--- src/rtl/wb_except_ctrl.sv ---
// Writeback-stage commit and exception controller.
// Latches the retiring instruction, resolves its exception cause by fixed
// priority, drives the CSR file's exception/ertn inputs and gated write
// ports, then holds a fetch redirect until IF accepts it.
module wb_except_ctrl (
  input  logic        clk,
  input  logic        resetn,
  input  logic        ms_to_ws_valid,
  output logic        ws_allowin,
  input  logic [31:0] ms_pc,
  input  logic [31:0] ms_vaddr,
  input  logic [5:0]  ms_ex,
  input  logic        ms_ertn,
  input  logic        ms_rf_we,
  input  logic [4:0]  ms_rf_waddr,
  input  logic [31:0] ms_rf_wdata,
  input  logic        ms_csr_we,
  input  logic [13:0] ms_csr_num,
  input  logic [31:0] ms_csr_wmask,
  input  logic [31:0] ms_csr_wvalue,
  output logic        rf_we,
  output logic [4:0]  rf_waddr,
  output logic [31:0] rf_wdata,
  output logic        csr_we,
  output logic [13:0] csr_num,
  output logic [31:0] csr_wmask,
  output logic [31:0] csr_wvalue,
  output logic        wb_ex,
  output logic [5:0]  wb_ecode,
  output logic [8:0]  wb_esubcode,
  output logic [31:0] wb_pc,
  output logic [31:0] wb_vaddr,
  output logic        ertn_flush,
  input  logic [31:0] csr_eentry,
  input  logic [31:0] csr_era,
  output logic        pipe_flush,
  output logic        redirect_valid,
  output logic [31:0] redirect_pc,
  input  logic        redirect_ready
);

  typedef enum logic {RUN, REDIR} state_t;

  state_t      state_q, state_d;
  logic        ws_valid_q, ws_valid_d;
  logic [31:0] pc_q, pc_d;
  logic [31:0] vaddr_q, vaddr_d;
  logic [5:0]  ex_q, ex_d;
  logic        ertn_q, ertn_d;
  logic        rf_we_q, rf_we_d;
  logic [4:0]  rf_waddr_q, rf_waddr_d;
  logic [31:0] rf_wdata_q, rf_wdata_d;
  logic        csr_we_q, csr_we_d;
  logic [13:0] csr_num_q, csr_num_d;
  logic [31:0] csr_wmask_q, csr_wmask_d;
  logic [31:0] csr_wvalue_q, csr_wvalue_d;
  logic [31:0] redirect_pc_q, redirect_pc_d;

  logic ex_any;
  logic do_ertn;

  assign ex_any  = ws_valid_q && (|ex_q);
  assign do_ertn = ws_valid_q && ertn_q && !ex_any;

  // Next-state: instruction latch, redirect capture and FSM transitions.
  // A committing exception/ertn wins over a same-cycle MEM handoff: that
  // younger instruction is being flushed, so it is never latched.
  always_comb begin
    state_d       = state_q;
    ws_valid_d    = ws_valid_q;
    pc_d          = pc_q;
    vaddr_d       = vaddr_q;
    ex_d          = ex_q;
    ertn_d        = ertn_q;
    rf_we_d       = rf_we_q;
    rf_waddr_d    = rf_waddr_q;
    rf_wdata_d    = rf_wdata_q;
    csr_we_d      = csr_we_q;
    csr_num_d     = csr_num_q;
    csr_wmask_d   = csr_wmask_q;
    csr_wvalue_d  = csr_wvalue_q;
    redirect_pc_d = redirect_pc_q;
    unique case (state_q)
      RUN: begin
        if (ex_any || do_ertn) begin
          state_d       = REDIR;
          ws_valid_d    = 1'b0;
          redirect_pc_d = ex_any ? csr_eentry : csr_era;
        end else if (ms_to_ws_valid) begin
          ws_valid_d   = 1'b1;
          pc_d         = ms_pc;
          vaddr_d      = ms_vaddr;
          ex_d         = ms_ex;
          ertn_d       = ms_ertn;
          rf_we_d      = ms_rf_we;
          rf_waddr_d   = ms_rf_waddr;
          rf_wdata_d   = ms_rf_wdata;
          csr_we_d     = ms_csr_we;
          csr_num_d    = ms_csr_num;
          csr_wmask_d  = ms_csr_wmask;
          csr_wvalue_d = ms_csr_wvalue;
        end else begin
          ws_valid_d = 1'b0;
        end
      end
      REDIR: begin
        ws_valid_d = 1'b0;
        if (redirect_ready) state_d = RUN;
      end
      default: state_d = RUN;
    endcase
  end

  // State and latched-instruction registers.
  always_ff @(posedge clk) begin
    if (!resetn) begin
      state_q       <= RUN;
      ws_valid_q    <= 1'b0;
      pc_q          <= '0;
      vaddr_q       <= '0;
      ex_q          <= '0;
      ertn_q        <= 1'b0;
      rf_we_q       <= 1'b0;
      rf_waddr_q    <= '0;
      rf_wdata_q    <= '0;
      csr_we_q      <= 1'b0;
      csr_num_q     <= '0;
      csr_wmask_q   <= '0;
      csr_wvalue_q  <= '0;
      redirect_pc_q <= '0;
    end else begin
      state_q       <= state_d;
      ws_valid_q    <= ws_valid_d;
      pc_q          <= pc_d;
      vaddr_q       <= vaddr_d;
      ex_q          <= ex_d;
      ertn_q        <= ertn_d;
      rf_we_q       <= rf_we_d;
      rf_waddr_q    <= rf_waddr_d;
      rf_wdata_q    <= rf_wdata_d;
      csr_we_q      <= csr_we_d;
      csr_num_q     <= csr_num_d;
      csr_wmask_q   <= csr_wmask_d;
      csr_wvalue_q  <= csr_wvalue_d;
      redirect_pc_q <= redirect_pc_d;
    end
  end

  // Outputs: cause priority decode, gated commit strobes, redirect request.
  always_comb begin
    wb_ecode    = '0;
    wb_esubcode = '0;
    wb_vaddr    = '0;
    if (ex_any) begin
      if (ex_q[0]) begin
        wb_ecode = 6'h00;
      end else if (ex_q[1]) begin
        wb_ecode = 6'h08;
        wb_vaddr = pc_q;
      end else if (ex_q[2]) begin
        wb_ecode = 6'h0D;
      end else if (ex_q[3]) begin
        wb_ecode = 6'h0B;
      end else if (ex_q[4]) begin
        wb_ecode = 6'h0C;
      end else begin
        wb_ecode = 6'h09;
        wb_vaddr = vaddr_q;
      end
    end
    ws_allowin     = (state_q == RUN);
    wb_ex          = (state_q == RUN) && ex_any;
    ertn_flush     = (state_q == RUN) && do_ertn;
    rf_we          = (state_q == RUN) && ws_valid_q && rf_we_q && !ex_any;
    csr_we         = (state_q == RUN) && ws_valid_q && csr_we_q && !ex_any;
    pipe_flush     = ((state_q == RUN) && (ex_any || do_ertn)) || (state_q == REDIR);
    redirect_valid = (state_q == REDIR);
    redirect_pc    = redirect_pc_q;
    wb_pc          = pc_q;
    rf_waddr       = rf_waddr_q;
    rf_wdata       = rf_wdata_q;
    csr_num        = csr_num_q;
    csr_wmask      = csr_wmask_q;
    csr_wvalue     = csr_wvalue_q;
  end

endmodule

--- config.mk ---
export PLATFORM = sky130hd
export DESIGN_NAME = wb_except_ctrl
export DESIGN_NICKNAME = d
export VERILOG_FILES = /design/src/rtl/wb_except_ctrl.sv
export SDC_FILE = /design/constraint.sdc
export NUM_CORES = 1
export LEC_CHECK = 0
export BUFFER_PORTS_ARGS = -buffer_cell sky130_fd_sc_hd__buf_2
export CAP_MARGIN = 20
export CORE_AREA = 10 10 184 186
export CTS_BUF_LIST = sky130_fd_sc_hd__clkbuf_4
export DETAILED_ROUTE_END_ITERATION = 8
export DIE_AREA = 0 0 194 196
export RECOVER_POWER = 100
export SYNTH_ARGS = -nofsm -noshare
export SYNTH_HDL_FRONTEND = slang
export SYNTH_SLANG_ARGS = --single-unit
--- constraint.sdc ---
create_clock -name clk -period 4.55 [get_ports clk]
set_clock_uncertainty 0.2 [all_clocks]
set_input_delay 0.91 -clock clk [delete_from_list [all_inputs] [get_ports clk]]
set_output_delay 0.91 -clock clk [all_outputs]
set_load 0.01 [all_outputs]
==> reports/metrics.cfg, run 1 <==
[outcome]
status = complete, but fails checks
violations = capacitance limit, slew limit

[die]
core_area_sq_um = 30300
die_w_microns = 194
die_area_sq_um = 38000
rows = 64
io_pins = 489
die_h_microns = 196
initial_core_util_pct = 31.2

[synthesis]
synth_seq_area_share_pct = 47.1
synthCells = 1109
synthArstFlopShare_pct = 0
ys_warn_count = 0
ys_types = 29
postSynthAreaPerCell_sq_um = 8.51
synth-edff-count = 0
synth_area_sq_um = 9430
synth_flop_cell = dfxtp_1
ys_seq_elements = 222

[setup_path]
cp.arrival_ns = 4.62
worstReg2RegStart = ex_q[1]
crit_slowest_cell = nor2_1
start_kind = flip-flop
rrSetupSlack_ns = 0.31
path_buf_inv = 3
path_cells = buf_4 > nor4_1 > a21oi_1 > nor2_1 > buf_12 > clkbuf_4 > mux2i_1
crit_type = reg -> reg
crit_path_end_kind = flip-flop
crit_fanout = 37
cp.required_ns = 4.94
slowest_delay_ns = 1.55
cp_top_family = simple AND/OR/NAND/NOR gates
worstRegToRegCells = 7
cp.depth = 7
reg2reg_to = csr_wmask[29]

[global_route]
grt_max_degree = 132
antenna_found_initial = 11
grt_pass1_wl_mm = 55.3
grt_remaining_overflow = 0
track_usage_pct = 18.0
grt_pass1_vias = 9544

[clocking]
cts_setup_buffers = 0
cts_buffers = 60
htreeDepth = 2
cts_buffer_depth = 3
cts_tree = yes
cts-root-buf = clkbuf_4
clkTransAtPathRegs_ns = 0.06
cts_num_sinks = 222
clk_latency_ns = 0.66
postCtsHoldBufs = 0
cts_resized = 0

[cells_and_area]
final_cell_area_sq_um = 12400
num-nets-final = 1832
layout_commonest_cell = nand2_1
drive_above_1_share_pct = 22.6
final_cell_mix = nand2_1, buf_2, clkbuf_1, dfxtp_1, mux2i_1
area_delta_synth_final_pct = 31.9
stdcell_count = 2020

[min_path]
min_from = rf_we_q
whs_endpoint = rf_we_q
hp-class = reg -> reg
min_path_cells = 2

[timing]
fmax_mhz = 236
whs_ns = 0.256
tightest_slew_ns = 2.03
setup_viol = 0
fin_crit_sh_pct = 93.1
drv_slew = 69
grt_setup_unrepaired = false
max_slew_margin_pct = -35.8
fin_tns_setup_ns = 0
layout_min_cycle_time_ns = 4.24
hold_violations = 0

[place]
place.gp.congestion = 0.859
dp.cells = 1909
dpl-instance-area_sq_um = 12100
io_buffers = 477
dp_hpwl_mm = 27.3

[drt]
drtIter0Drc = 333
drtPass1Iterations = 5
wl_per_cell_microns = 18.0
antenna_violating_nets_post_route = 0
vias_per_cell = 4.60
drc = 0
drt_wl_total_mm = 36.4
dr_total_vias = 9284

[run]
maxCapViolCount = 2

[power_and_ir_drop]
cellPowerDensity_nw_per_um2 = 396
p_leak_nw = 5.60
ir_worst_vdd_mv = 0.194
p_total_mw = 4.93

cells in the mapped netlist (2+ instances only):
| master | number | area (sq um) |
|---|---|---|
| nand2_1 | 441 | 1660 |
| dfxtp_1 | 222 | 4440 |
| mux2i_1 | 188 | 1880 |
| clkbuf_1 | 55 | 206 |
| nor2_1 | 35 | 131 |
| a22oi_1 | 32 | 240 |
| a31oi_1 | 32 | 200 |
| o21ai_1 | 28 | 140 |
| buf_4 | 27 | 203 |
| buf_2 | 12 | 60.1 |
| buf_6 | 7 | 78.8 |
| and3_1 | 4 | 25.0 |
| inv_1 | 4 | 15.0 |
| o21ai_0 | 4 | 20.0 |
| a21oi_1 | 2 | 10.0 |
| nor3_1 | 2 | 10.0 |
| nor4_1 | 2 | 12.5 |
flip-flops by register name (all words and copies together), names as in the netlist:
name,flops
ertn_q,1
csr_we_q,1
rf_we_q,1
rf_waddr,5
vaddr_q,32
csr_wmask,32
csr_num,14
rf_wdata,32
redirect_valid,1
ex_q,6
ws_valid_q,1
redirect_pc,32
csr_wvalue,32
wb_pc,32
metrics by stage:
stage | setup slack [ns] | util [%]
final | 0.313 | 41.1
after floorplan | 1.73 | -
after CTS | 0.167 | 42.2
after global placement | 0.976 | 39.8
after detailed placement | 0.920 | 39.8
after global routing | 0.0454 | 41.1
worst max path at each step:
stage                     startpoint            end
after floorplan              ex_q[1]   wb_vaddr[10]
after global placement       ex_q[2]    wb_vaddr[1]
after detailed placement     ex_q[2]    wb_vaddr[1]
after CTS                    ex_q[2]    wb_vaddr[1]
after global routing         ex_q[1]   rf_wdata[24]
final                        ex_q[1]  csr_wmask[29]
per-layer routing:
layer	vias up	global-route usage (%)	part of all wire (%)
met2	424	30.1	48
met3	63	8.00	10
met4	2	7.98	2.8
met1	4200	19.3	39
li1	4595	-	-
met5	-	0	0.036
power by group:
group | total [mW] | switching [mW] | leakage [nW] | internal [mW]
logic | 0.977 | 0.592 | 3.34 | 0.385
clock network | 1.71 | 0.830 | 0.437 | 0.875
registers | 2.25 | 0.116 | 1.83 | 2.13
total | 4.93 | 1.54 | 5.60 | 3.39
cell families after synthesis:
family / share of synthesized area (%)
and+or+nand+nor: 20.2
DFF: 47.1
muxes: 19.9
buffers and inverters: 5.97
AOI/OAI and AO/OA: 6.74
other: 0.0397
area by class of cell:
type / count / area, sq um
clock inverters: 14 / 55.1
multi-input cells: 792 / 4450
clock buffers: 88 / 661
inverters: 4 / 15.0
well taps: 396 / 495
diodes: 8 / 20.0
fillers: 3246 / 17800
repair buffers: 496 / 2310
flip-flops and latches: 222 / 4440
worst reg2reg max path, stage by stage, from the launching register on:
cell,delay (ns)
dfxtp_1,0.31
buf_4,0.28
nor4_1,0.48
a21oi_1,0.26
nor2_1,1.55
buf_12,0.32
clkbuf_4,0.54
mux2i_1,0.24
No activity file was read; power rests on OpenSTA's default activity.
==> inputs of run 2 (changes only) <==
--- a/config.mk
+++ b/config.mk
@@ -12,6 +12,7 @@
 export DETAILED_ROUTE_END_ITERATION = 8
 export DIE_AREA = 0 0 194 196
 export RECOVER_POWER = 100
+export SETUP_SLACK_MARGIN = 0.4
 export SYNTH_ARGS = -nofsm -noshare
 export SYNTH_HDL_FRONTEND = slang
 export SYNTH_SLANG_ARGS = --single-unit
==> run 2 against run 1 <==
The flow still finishes with violations (capacitance limit, slew limit). Via count increased by 0.12%. Final cell count about the same. Sequential share of layout area decreased by 0.14 points. Worst setup slack improved by 0.17 ns. Combinational power increased by 1%. Routed wire length increased by 0.90%. Flip-flop and latch count unchanged. Critical path type unchanged.
==> reports/metrics.cfg, run 2 (synthesis gave the netlist of run 1 again) <==
[outcome]
status = complete, but fails checks
violations = capacitance limit, slew limit

[drt]
dr_wl_met2_mm = 17.8  ; +1.3%
top_layer = met5
drt-met1-wl_mm = 14.2  ; +1.0%
vias_per_cell = 4.60  ; about the same
met3_length_mm = 3.76  ; -0.77%
wl_per_cell_microns = 18.2  ; +0.85%
antenna_violating_nets_post_route = 0  ; unchanged
drtPass1Iterations = 4  ; -1
drtIter0Drc = 296  ; -11%
drc = 0  ; unchanged
drt_wl_total_mm = 36.7  ; +0.90%
dr_total_vias = 9295  ; +0.12%

[power_and_ir_drop]
p_sw_share_pct = 31.2  ; about the same
internal_power_mw = 3.40  ; +0.24%
cellPowerDensity_nw_per_um2 = 396  ; -0.13%
p_leak_nw = 5.62  ; +0.42%
p_comb_share_pct = 20.0  ; +0.2 points
switching_power_mw = 1.54  ; +0.34%
p_clk_share_pct = 34.5  ; about the same
ir_worst_vdd_mv = 0.194  ; -0.43%
pwr-share-seq_pct = 45.5  ; about the same

[setup_path]
slowest_delay_ns = 1.56  ; about the same
start_kind = flip-flop
path_buf_inv = 3  ; unchanged
crit_path_end_kind = flip-flop
worstReg2RegStart = ex_q[1]
cp.depth = 7  ; unchanged
crit_type = reg -> reg
path_cells = buf_4 > nor4_1 > a21oi_1 > nor2_1 > buf_12 > clkbuf_1 > mux2i_1
cp.required_ns = 4.92  ; -0.02 ns
cp_top_family = simple AND/OR/NAND/NOR gates
cp.arrival_ns = 4.43  ; -0.19 ns
crit_fanout = 37  ; unchanged
crit_start = ex_q[1]
crit_slowest_cell = nor2_1
worstRegToRegCells = 7  ; unchanged

[timing]
hold_violations = 0  ; unchanged
tightest_slew_ns = 2.04  ; +0.00620 ns
layout_min_cycle_time_ns = 4.06  ; -0.174 ns
drv_slew = 69  ; unchanged
grt_setup_unrepaired = false
setup_viol = 0  ; unchanged
fin_tns_setup_ns = 0  ; unchanged
fin_crit_sh_pct = 89.3  ; -3.8 points
max_slew_margin_pct = -36.2  ; -0.42 points
fmax_mhz = 246  ; +4.3%

[cells_and_area]
final_cell_mix = nand2_1, buf_2, clkbuf_1, dfxtp_1, mux2i_1
area_delta_synth_final_pct = 32.4
drive_above_1_share_pct = 22.8  ; +0.11 points
layout_commonest_cell = nand2_1
num-nets-final = 1833  ; +0.055%
stdcell_count = 2021  ; +0.050%

[clocking]
cts_buffers = 60  ; unchanged
cts_setup_buffers = 0  ; unchanged
cts_tree = yes
htreeDepth = 2  ; unchanged
postCtsHoldBufs = 0  ; unchanged
cts_num_sinks = 222  ; unchanged
cts-root-buf = clkbuf_4
clk_latency_ns = 0.66  ; about the same
cts_buffer_depth = 3  ; unchanged
clkTransAtPathRegs_ns = 0.06  ; about the same

[place]
place.gp.congestion = 0.859  ; unchanged
dp_hpwl_mm = 27.3  ; unchanged
dp.cells = 1909  ; unchanged
io_buffers = 477  ; unchanged

[die]
die_w_microns = 194  ; unchanged
die_area_sq_um = 38000  ; unchanged
core_area_sq_um = 30300  ; unchanged
initial_core_util_pct = 31.2  ; unchanged
die_h_microns = 196  ; unchanged
rows = 64  ; unchanged
io_pins = 489  ; unchanged

[run]
maxCapViolCount = 2  ; unchanged

[global_route]
antenna_found_initial = 11  ; unchanged
grt_pass1_wl_mm = 55.3  ; about the same
grt_max_degree = 132  ; unchanged
grt_remaining_overflow = 0  ; unchanged
grt_pass1_vias = 9543  ; -0.010%
track_usage_pct = 18.0  ; about the same

[min_path]
min_from = csr_wvalue[28]
min_path_cells = 2  ; unchanged
hp-class = reg -> reg

run 2: tightest hold or removal path, stage by stage, from the launching register on:
cell and delay [ns]:
dfxtp_1 0.31, nand2_1 0.05, mux2i_1 0.05
run 2: final cells by class:
cell class | instances | area (sq um)
antenna | 8 | 20.0
clock buffer | 88 | 661
clock inverter | 14 | 55.1
fill | 3246 | 17800
inverter | 4 | 15.0
multi-input combinational | 793 | 4450
sequential | 222 | 4440
tap | 396 | 495
timing repair buffer | 496 | 2350
run 2: path summary, 6_finish.rpt:
kind	endpoint	slack [ns]
min	csr_wvalue[28]	0.26
max	wb_pc[29]	0.49
min reg2reg	csr_wvalue[28]	0.26
max reg2reg	wb_pc[29]	0.49
run 2: repair_timing:
item | CTS | global route
setup endpoints to repair | 36 | 1
gates cloned | 0 | 1
resized for setup | 1 | 0
pin swaps | 0 | 0
run 2: power groups by stage:
stage / logic [mW] / clock network (mW) / registers [mW]
detailed placement: 1.05 / 0 / 2.29
finish: 0.991 / 1.70 / 2.25
floorplan: 0.549 / 0 / 2.34
global placement: 1.04 / 0 / 2.28
global route: 1.09 / 1.88 / 2.27
CTS: 1.05 / 1.78 / 2.25
run 2: through the flow:
stage / setup slack, ns / utilization (%) / power, mW / cell area, sq um / hold slack, ns
2_1_floorplan: 1.73 / - / 2.89 / 9470 / 0.230
3_3_place_gp: 0.976 / 39.8 / 3.32 / 12100 / 0.238
3_5_place_dp: 0.920 / 39.8 / 3.34 / 12100 / 0.244
4_1_cts: 0.487 / 42.2 / 5.08 / 12800 / 0.185
5_1_grt: 0.279 / 41.3 / 5.24 / 12500 / 0.185
6_report: 0.487 / 41.3 / 4.94 / 12500 / 0.256
run 2: layer usage:
metal	GRT usage, %	vias up
met5	0	-
met4	7.98	2
met3	8.01	62
met2	30.1	398
met1	19.3	4234
li1	-	4599
